<file path="config.mk">
export PLATFORM = sky130hd
export DESIGN_NAME = load_store_unit_flat
export DESIGN_NICKNAME = d
export VERILOG_FILES = /design/src/rtl/load_store_unit_if.sv /design/src/rtl/load_store_unit.sv /design/src/flat_wrapper.sv
export SDC_FILE = /design/constraint.sdc
export NUM_CORES = 1
export LEC_CHECK = 0
export ABC_CLOCK_PERIOD_IN_PS = 3100
export BUFFER_PORTS_ARGS = -buffer_cell sky130_fd_sc_hd__buf_4
export CAP_MARGIN = 20
export CORE_MARGIN = 4
export CORE_UTILIZATION = 35
export DETAILED_ROUTE_END_ITERATION = 8
export PLACE_DENSITY = 0.58
export REMOVE_ABC_BUFFERS = 1
export SLEW_MARGIN = 15
export SYNTH_ARGS = -nofsm -noshare
export SYNTH_HDL_FRONTEND = slang
export SYNTH_SLANG_ARGS = --single-unit
</file>
<file path="constraint.sdc">
create_clock -name clk -period 3.1 [get_ports clk]
set_input_delay 0.465 -clock clk [delete_from_list [all_inputs] [get_ports clk]]
set_output_delay 0.465 -clock clk [all_outputs]
set_load 0.1 [all_outputs]
</file>
<file path="src/rtl/load_store_unit_if.sv">
// load_store_unit_if: ready/request data-memory port between the load/store unit and memory.
interface load_store_unit_if;
   logic        req;
   logic        we;
   logic [31:0] addr;
   logic [3:0]  be;
   logic [31:0] wdata;
   logic [31:0] rdata;
   logic        ready;
   modport master (output req, we, addr, be, wdata, input rdata, ready);
   modport slave  (input req, we, addr, be, wdata, output rdata, ready);
endinterface

</file>
<file path="src/rtl/load_store_unit.sv">
// load_store_unit: multi-cycle load/store with alignment/legality checks and extended load data.
// Optional LSU_TIMEOUT_EN aborts a request after TIMEOUT_CYCLES REQ cycles without mem.ready.
module load_store_unit #(
   parameter int TIMEOUT_CYCLES = 16
) (
   input  logic        clk,
   input  logic        rst_n,
   input  logic        MemRead,
   input  logic        MemWrite,
   input  logic [2:0]  funct3,
   input  logic [31:0] addr,
   input  logic [31:0] WriteData,
   output logic [31:0] ReadData,
   output logic        stall,
   output logic        fault,
   load_store_unit_if.master mem
);
   typedef enum logic [1:0] {IDLE, REQ, DONE} state_t;
   state_t      state;
   logic [2:0]  f3_q;
   logic [1:0]  lo_q;
   logic        access, illegal;
   logic [3:0]  be;
   logic [31:0] wdata, rd_ext;
   logic [7:0]  byte_v;
   logic [15:0] half_v;
`ifdef LSU_TIMEOUT_EN
   localparam int CW = $clog2(TIMEOUT_CYCLES + 1);
   logic [CW-1:0] cnt;
`endif
   always_comb begin
      access  = MemRead | MemWrite;
      illegal = (MemRead & MemWrite)
              | (MemRead ? (funct3 == 3'b011 || funct3[2:1] == 2'b11) : (funct3[2] || funct3[1:0] == 2'b11))
              | (funct3[1:0] == 2'b01 && addr[0])
              | (funct3[1:0] == 2'b10 && addr[1:0] != 2'b00);
      be      = funct3[1:0] == 2'b00 ? 4'b0001 << addr[1:0] :
                funct3[1:0] == 2'b01 ? (addr[1] ? 4'b1100 : 4'b0011) : 4'b1111;
      wdata   = !MemWrite ? 32'h0 :
                funct3[1:0] == 2'b00 ? {4{WriteData[7:0]}} :
                funct3[1:0] == 2'b01 ? {2{WriteData[15:0]}} : WriteData;
      byte_v  = mem.rdata[{lo_q, 3'b000} +: 8];
      half_v  = lo_q[1] ? mem.rdata[31:16] : mem.rdata[15:0];
      // funct3[2] selects the unsigned (BU/HU) variants
      rd_ext  = f3_q[1:0] == 2'b00 ? {{24{~f3_q[2] & byte_v[7]}}, byte_v} :
                f3_q[1:0] == 2'b01 ? {{16{~f3_q[2] & half_v[15]}}, half_v} : mem.rdata;
      stall   = (state == IDLE && access) || state == REQ;
   end
   always_ff @(posedge clk or negedge rst_n)
      if (!rst_n) begin
         state     <= IDLE;
         ReadData  <= '0;
         fault     <= 1'b0;
         mem.req   <= 1'b0;
         mem.we    <= 1'b0;
         mem.addr  <= '0;
         mem.be    <= '0;
         mem.wdata <= '0;
         f3_q      <= '0;
         lo_q      <= '0;
`ifdef LSU_TIMEOUT_EN
         cnt       <= '0;
`endif
      end else begin
`ifdef LSU_TIMEOUT_EN
         cnt <= state == REQ ? cnt + 1'b1 : '0;
`endif
         case (state)
            IDLE: if (access) begin
               if (illegal) begin
                  fault <= 1'b1;
                  state <= DONE;
               end else begin
                  mem.req   <= 1'b1;
                  mem.we    <= MemWrite;
                  mem.addr  <= {addr[31:2], 2'b00};
                  mem.be    <= be;
                  mem.wdata <= wdata;
                  f3_q      <= funct3;
                  lo_q      <= addr[1:0];
                  state     <= REQ;
               end
            end
            REQ: if (mem.ready) begin
               if (!mem.we) ReadData <= rd_ext;
               mem.req <= 1'b0;
               state   <= DONE;
            end
`ifdef LSU_TIMEOUT_EN
            else if (cnt == CW'(TIMEOUT_CYCLES - 1)) begin
               mem.req <= 1'b0;
               fault   <= 1'b1;
               state   <= DONE;
            end
`endif
            default: begin
               fault <= 1'b0;
               state <= IDLE;
            end
         endcase
      end
endmodule
</file>
<file path="src/flat_wrapper.sv">
// flat-port wrapper written by rule: the top's interface ports become plain ports
module load_store_unit_flat 
#(
   parameter int TIMEOUT_CYCLES = 16
)
  (clk, rst_n, MemRead, MemWrite, funct3, addr, WriteData, ReadData, stall, fault, mem_req, mem_we, mem_addr, mem_be, mem_wdata, mem_rdata, mem_ready);
  load_store_unit_if mem_i ();
  input  logic clk;
  input  logic rst_n;
  input  logic MemRead;
  input  logic MemWrite;
  input  logic [2:0] funct3;
  input  logic [31:0] addr;
  input  logic [31:0] WriteData;
  output logic [31:0] ReadData;
  output logic stall;
  output logic fault;
  output wire logic [$bits(mem_i.req)-1:0] mem_req;
  output wire logic [$bits(mem_i.we)-1:0] mem_we;
  output wire logic [$bits(mem_i.addr)-1:0] mem_addr;
  output wire logic [$bits(mem_i.be)-1:0] mem_be;
  output wire logic [$bits(mem_i.wdata)-1:0] mem_wdata;
  input wire logic [$bits(mem_i.rdata)-1:0] mem_rdata;
  input wire logic [$bits(mem_i.ready)-1:0] mem_ready;
  assign mem_req = mem_i.req;
  assign mem_we = mem_i.we;
  assign mem_addr = mem_i.addr;
  assign mem_be = mem_i.be;
  assign mem_wdata = mem_i.wdata;
  assign mem_i.rdata = mem_rdata;
  assign mem_i.ready = mem_ready;
  load_store_unit #(.TIMEOUT_CYCLES(TIMEOUT_CYCLES)) u_core (.clk(clk), .rst_n(rst_n), .MemRead(MemRead), .MemWrite(MemWrite), .funct3(funct3), .addr(addr), .WriteData(WriteData), .ReadData(ReadData), .stall(stall), .fault(fault), .mem(mem_i));
endmodule
</file>
==> results.cfg, run 1 <==
[floorplan]
die_h_um = 128
rows = 43
core_area_mm2 = 0.0140
start_util = 0.361
ios = 208
dieWidth_um = 128
die_area_mm2 = 0.0164

[drt]
routedWlPerCell_um = 17.9
vias = 3968
wl_met1_mm = 6.09
wirelength_mm = 14.1
first_pass_iters = 4
antenna_left = 0
top_layer_used = met4
wl_met3_mm = 1.64
met2_length_mm = 6.07
drt-initial-drc-count = 154
drt-vias-per-instance = 5.04
drc = 0

[final_layout]
drive_above_1_share = 0.461
layout_common_cells = 213 x buf_4, 108 x dfrtp_1, 41 x mux2i_1
final_common_cell = buf_4
stdcell_count = 788
antennaDiodeCount = 0
nNetsFinal = 707
area_delta_synth_final_pct = 40.0
fill_cells = 1304

[worst_setup_path]
r2r_cells = 4
r2r_start = u_core.lo_q[1]
worstPathArrival_ps = 2320
critPathMaxFanout = 16
r2r_setup_slack_ps = 980
path_class = reg -> reg
crit_required_ps = 3300
start_kind = flip-flop
crit_path_end_kind = flip-flop
reg2reg_to = u_core.ReadData[30]

[timing]
drv_slew = 0
rsz0062_at_grt = no
setup-violations-final = 0
period_share = 0.683
slew-limit-headroom = 0.492
finClkSkew_ps = 6.14
hold_violations = 0
worst_slew_pin_slew_ps = 762
period_minus_slack_ps = 2120
fmax_mhz = 472

[clock_network]
cts_sinks = 108
cts_buffers = 9
post_cts_resized = 0
clk_path_buf_depth = 2
cts-root-buf = clkbuf_16
clock_latency_ps = 350
clk_pin_slew_ps = 70
postCtsSetupBuffers = 0
tritoncts = done
hold_buffers = 0
htreeDepth = 3

[place]
hpwlAfterDp_mm = 10.2
portBuffers = 205
gp_congestion = 0.775
dpl.cell_count = 772

[yosys]
synth_area_mm2 = 0.00505
async_flop_share = 1.00
synth.distinct_cells = 37
synth_ff_type = dfrtp_1
syn_avg_cell_area_um2 = 12.4
ys_ff_latch = 108
ys_warn_count = 0
ys_seq_area_frac = 0.536
syn_inst = 408
synth_edf_count = 0

[global_route]
grt_overflow = 0
grt_pass1_wl_mm = 22.1
antenna_found_initial = 0
grt_usage = 0.172
grt_max_degree = 64
grt_pass1_vias = 4217

[outcome]
status = finished clean

[run]
cap_violations = 0

[worst_hold_path]
hp-class = in -> async
area by class of cell:
type                            instances  area [um2]  share of cell area
Sequential cell                       108        2700               0.383
Multi-Input combinational cell        265        2180               0.309
Timing Repair Buffer                  215        1640               0.232
Clock buffer                            9         225              0.0319
Tap cell                              180         225              0.0319
Clock inverter                          7        75.1              0.0106
Inverter                                4        15.0             0.00213
metal layers:
layer | up-vias | track usage
met5 | - | 0
li1 | 1859 | -
met4 | 0 | 0.0624
met3 | 16 | 0.0738
met1 | 1923 | 0.222
met2 | 170 | 0.257
cell usage after synthesis, drive strengths merged (2+ instances only):
| master | number | share of area |
|---|---|---|
| mux2 | 39 | 0.10 |
| nand2 | 34 | 0.025 |
| nor3 | 3 | 0.0030 |
| o2bb2ai | 16 | 0.028 |
| o21a | 15 | 0.022 |
| mux4 | 8 | 0.036 |
| a22o | 16 | 0.028 |
| buf | 19 | 0.023 |
| nand3b | 2 | 0.0030 |
| nand2b | 2 | 0.0025 |
| clkbuf | 13 | 0.0097 |
| mux2i | 41 | 0.081 |
| a2111oi | 2 | 0.0072 |
| nor2 | 25 | 0.019 |
| inv | 4 | 0.0030 |
| dfrtp | 108 | 0.54 |
| o21ai | 18 | 0.018 |
| a21oi | 23 | 0.023 |
| o211ai | 7 | 0.010 |
through the flow:
step / setup TNS, ps / util / hold slack, ps / area [um2] / setup WS [ps]
6_report: 0 / 0.505 / 133 / 7060 / 983
5_1_grt: 0 / 0.505 / 170 / 7060 / 788
4_1_cts: 0 / 0.505 / 149 / 7060 / 952
3_5_place_dp: 0 / 0.483 / 479 / 6760 / 793
3_3_place_gp: 0 / 0.483 / 474 / 6760 / 832
2_1_floorplan: -99840 / - / 169 / 4880 / -1750
worst max-delay path: stages, from the launching register on:
cell and delay [ps]:
dfrtp_1 700, nor2b_1 100, a2111oi_0 380, o41a_1 640
a21oi_1 160
sequential cells by signal (all words and copies together) (netlist names):
| signal | cells |
|---|---|
| u_core.mem.we | 1 |
| u_core.ReadData | 32 |
| u_core.state | 2 |
| u_core.lo_q | 2 |
| u_core.fault | 1 |
| u_core.f3_q | 3 |
| u_core.mem.req | 1 |
| u_core.mem.wdata | 32 |
| u_core.mem.addr | 30 |
| u_core.mem.be | 4 |
kinds of logic (layout without fill, tap and decap cells):
group	after synthesis	count (layout)	synth area share
buf+inv	36	235	0.0360
other cells	1	2	0.000743
simple gates	74	74	0.0635
compound gates	101	101	0.143
flops	108	108	0.536
mux	88	88	0.221
worst max path at each step:
stage / start / to / depth (start not counted)
final: u_core.lo_q[1] / u_core.ReadData[30] / 4
after CTS: u_core.lo_q[1] / u_core.ReadData[30] / 4
after floorplan: u_core.mem.we / u_core.ReadData[30] / 3
after detailed placement: funct3[0] / u_core.mem.wdata[13] / 5
after global routing: u_core.lo_q[1] / u_core.ReadData[25] / 4
after global placement: funct3[0] / u_core.mem.wdata[17] / 5
Power of run 1 is not shown: default switching activity piles up to over one toggle a cycle in this logic, so the estimate is an artifact.
==> inputs of run 2 (changes only) <==
ABC_CLOCK_PERIOD_IN_PS = 1900   (was 3100)
PLACE_DENSITY = 0.61   (was 0.58)
clock period = 1.9 ns   (was 3.1 ns; I/O delays follow)
==> run 2 against run 1 <==
Against the previous run:
- final cell count grew 1.3%
- flip-flop and latch count unchanged
- hold slack improved by 22 ps
- worst setup slack worse by 740 ps
- fmax grew 28%
==> results.cfg, run 2 (synthesis gave the netlist of run 1 again) <==
[outcome]
status = finished clean

[global_route]
grt_usage = 0.175
antenna_found_initial = 0
grt_pass1_wl_mm = 22.6
grt_overflow = 0
grt_max_degree = 103
grt_pass1_vias = 4201

[place]
post-place-ws_ps = -38.6
portBuffers = 205
gp_congestion = 0.844
placed_area_mm2 = 0.00686
hpwlAfterDp_mm = 10.5

[floorplan]
start_util = 0.361
rows = 43
ios = 208
dieWidth_um = 128
die_area_mm2 = 0.0164
core_area_mm2 = 0.0140
die_h_um = 128

[final_layout]
nNetsFinal = 717
antennaDiodeCount = 0
area_delta_synth_final_pct = 43.0
layout_common_cells = 220 x buf_4, 108 x dfrtp_1, 41 x mux2i_1
final_core_util = 0.516
design_area_mm2 = 0.00722
drive_above_1_share = 0.469
final_common_cell = buf_4
largestRegisters = u_core.ReadData (32), u_core.mem.wdata (32), u_core.mem.addr (30)

[worst_setup_path]
worstPathArrival_ps = 1900
start_kind = flip-flop
path_class = reg -> reg
crit_path_end_kind = flip-flop
critPathMaxFanout = 26
crit_required_ps = 2140

[clock_network]
clk_path_buf_depth = 2
tritoncts = done
cts_sinks = 108
htreeDepth = 3
clock_latency_ps = 350
clk_pin_slew_ps = 70
cts-root-buf = clkbuf_16
cts_buffers = 9

[timing]
final.setup.tns_ps = 0
fmax_mhz = 603
rsz0062_at_grt = no
period_share = 0.872
hold_violations = 0
setup-violations-final = 0
slew-limit-headroom = 0.617
finClkSkew_ps = 8.03
period_minus_slack_ps = 1660
drv_slew = 0
worst_slew_pin_slew_ps = 574
setup_slack_ps = 243

[drt]
routedWlPerCell_um = 18.0
vias = 4043
wirelength_mm = 14.4
drt-initial-drc-count = 266
drt-vias-per-instance = 5.07
antenna_left = 0
drc = 0
first_pass_iters = 4

[worst_hold_path]
hp-class = in -> reg

[run]
cap_violations = 0
## run 2: worst paths after layout
kind                                     from                    to  slack [ps]  cells after the start
setup / recovery              u_core.state[1]    u_core.ReadData[1]         240                      4
hold / removal                      mem_ready       u_core.state[0]         150                      2
setup reg to reg              u_core.state[1]    u_core.ReadData[1]         240                      4
hold reg to reg            u_core.ReadData[4]    u_core.ReadData[4]         490                      1
max in group asynchronous               rst_n  u_core.mem.wdata[19]         830                      3
min in group asynchronous               rst_n    u_core.ReadData[8]         290                      2
## run 2: per-layer routing
metal	track usage	part of all wire
met1	0.233	0.42
met2	0.265	0.45
met3	0.0671	0.11
met4	0.0574	0.015
met5	0	0
## run 2: critical path: stages (launching register included)
cell and delay, ps:
dfrtp_1 460, nor4bb_4 410, buf_4 350, o211ai_1 180, o21a_1 140
## run 2: layout make-up
class	count	area [um2]
inverters	4	15.0
flip-flops and latches	108	2700
well taps	180	225
multi-input cells	265	2180
clock inverters	6	111
fillers	1257	6770
repair buffers	225	1740
clock buffers	10	239
## run 2: repair_timing
action | CTS | global route
hold buffers | 1 | 0
endpoints found under the setup margin | 3 | 0
endpoints found under the hold margin | 6 | 0
resized for setup | 1 | 0
setup buffers | 0 | 0
## run 2: metrics by stage
step           instances  hold WS (ps)
2_1_floorplan        377         -10.6
3_3_place_gp         781           114
3_5_place_dp         781           117
4_1_cts              798           137
5_1_grt              798           150
6_report             798           154
Power of run 2 is left out for the same reason.
==> inputs of run 3 (changes only) <==
--- a/config.mk
+++ b/config.mk
@@ -11,4 +11,5 @@
 export CORE_MARGIN = 4
 export CORE_UTILIZATION = 35
+export CTS_BUF_LIST = sky130_fd_sc_hd__clkbuf_8
 export DETAILED_ROUTE_END_ITERATION = 8
 export PLACE_DENSITY = 0.61
==> constraint.sdc (replaced) <==
create_clock -name clk -period 1.9 [get_ports clk]
set_input_delay 0.285 -clock clk [delete_from_list [all_inputs] [get_ports clk]]
set_output_delay 0.285 -clock clk [all_outputs]
set_load 0.02 [all_outputs]
==> run 3 against run 2 <==
Against the previous run:
- critical path depth unchanged
- first-iteration DRC count decreased by 8.6%
- final cell count stayed put
- final area shrank 1.4%
- die area is the same
- clock skew is 2.3 ps higher
- sequential share of layout area is 0.53 points higher
- non-clock buffer count unchanged
- wire length up 0.40%
- flip-flop and latch count stayed put
- highest routed layer unchanged
==> results.cfg, run 3 (synthesis gave the netlist of run 1 again) <==
[outcome]
status = finished clean

[clock_network]
cts_sinks = 108
cts_buffers = 9
htreeDepth = 3
clk_pin_slew_ps = 100
clock_latency_ps = 380
postCtsSetupBuffers = 0
clk_path_buf_depth = 2
cts-root-buf = clkbuf_8
tritoncts = done

[drt]
antenna_left = 0
drt-initial-drc-count = 243
drc = 0
first_pass_iters = 4
routedWlPerCell_um = 18.1
vias = 4026
drt-vias-per-instance = 5.05
wirelength_mm = 14.4

[timing]
period_share = 0.877
slew-limit-headroom = 0.618
period_minus_slack_ps = 1670
final.setup.tns_ps = 0
rsz0062_at_grt = no
setup-violations-final = 0
worst_slew_pin_slew_ps = 574
hold_violations = 0
fmax_mhz = 600
drv_slew = 0
setup_slack_ps = 234
finClkSkew_ps = 10.3

[global_route]
grt_overflow = 0
antenna_found_initial = 0
grt_pass1_vias = 4216
grt_usage = 0.176
grt_max_degree = 103
grt_pass1_wl_mm = 22.6

[final_layout]
drive_above_1_share = 0.469
area_delta_synth_final_pct = 41.0
final_common_cell = buf_4
largestRegisters = u_core.ReadData (32), u_core.mem.wdata (32), u_core.mem.addr (30)
nNetsFinal = 717
antennaDiodeCount = 0
layout_common_cells = 220 x buf_4, 108 x dfrtp_1, 41 x mux2i_1
stdcell_count = 798

[floorplan]
dieWidth_um = 128
die_area_mm2 = 0.0164
die_h_um = 128
core_area_mm2 = 0.0140
ios = 208
start_util = 0.361
rows = 43

[worst_setup_path]
critPathMaxFanout = 26
crit_required_ps = 2180
start_kind = flip-flop
path_class = reg -> reg
r2r_setup_slack_ps = 230
worstPathArrival_ps = 1950
crit_path_end_kind = flip-flop

[pwr]
p_seq_frac = 0.362
p_switching_mw = 4.30
ir_drop_v = 0.000761
pwr-share-comb = 0.486
power_per_cell_area_mw_per_mm2 = 1590
cell_internal_pwr_mw = 6.99
swShare = 0.381
power_mw = 11.3
clkPwrFrac = 0.152
leakage_nw = 3.53

[place]
portBuffers = 205
dpl.cell_count = 781
post-place-ws_ps = -38.6
hpwlAfterDp_mm = 10.5
gp_congestion = 0.844

[worst_hold_path]
hp-class = in -> reg

[run]
cap_violations = 0
run 3: changes by cell type in the layout (fill, tap and decap cells not counted):
| cell | delta |
|---|---|
| clkbuf_8 | +9 |
| clkbuf_16 | -9 |
run 3: power groups by stage:
stage	sequential, mW	clock [mW]	combinational (mW)
after CTS	4.08	1.77	5.57
after global routing	4.22	1.86	5.87
after global placement	4.08	0	5.49
final	4.08	1.72	5.49
after floorplan	5.33	0	1.74
after detailed placement	4.09	0	5.59
run 3: area by class of cell:
type / count / area (um2)
multi-input cells: 265 / 2180
fillers: 1269 / 6870
repair buffers: 225 / 1740
flip-flops and latches: 108 / 2700
clock inverters: 6 / 111
inverters: 4 / 15.0
clock buffers: 10 / 138
well taps: 180 / 225
run 3: metrics by stage:
stage | hold WS [ps] | cell area (um2) | utilization
final | 117 | 7120 | 0.509
after global routing | 102 | 7120 | 0.509
after CTS | 90.3 | 7120 | 0.509
after detailed placement | 117 | 6860 | 0.490
after global placement | 114 | 6860 | 0.490
after floorplan | -10.6 | 4880 | -
run 3: what timing repair did:
action                                 in CTS  in global routing
hold buffers                                1                  0
resized for setup                           1                  0
endpoints found under the hold margin       6                  0
setup endpoints to repair                   5                  0
run 3: routing by layer:
metal | part of all wire | routed length (um) | track usage | up-vias
li1 | - | - | - | 1880
met1 | 0.43 | 6140 | 0.232 | 1960
met2 | 0.45 | 6510 | 0.266 | 171
met3 | 0.11 | 1570 | 0.0683 | 15
met4 | 0.015 | 221 | 0.0574 | 0
met5 | 0 | 0 | 0 | -
run 3: worst paths after layout:
check / startpoint / end / depth (start not counted)
setup / recovery: u_core.state[1] / u_core.ReadData[1] / 4
hold / removal: mem_ready / u_core.state[0] / 2
setup reg to reg: u_core.state[1] / u_core.ReadData[1] / 4
hold reg to reg: u_core.ReadData[9] / u_core.ReadData[9] / 1
max in group asynchronous: rst_n / u_core.mem.wdata[20] / 3
min in group asynchronous: rst_n / u_core.ReadData[8] / 2
run 3: critical path: stages, from the launching register on:
cell and delay, ps:
dfrtp_1 470, nor4bb_4 420, buf_4 350, o211ai_1 180, o21a_1 140
Power figures use the tool's default switching activity.
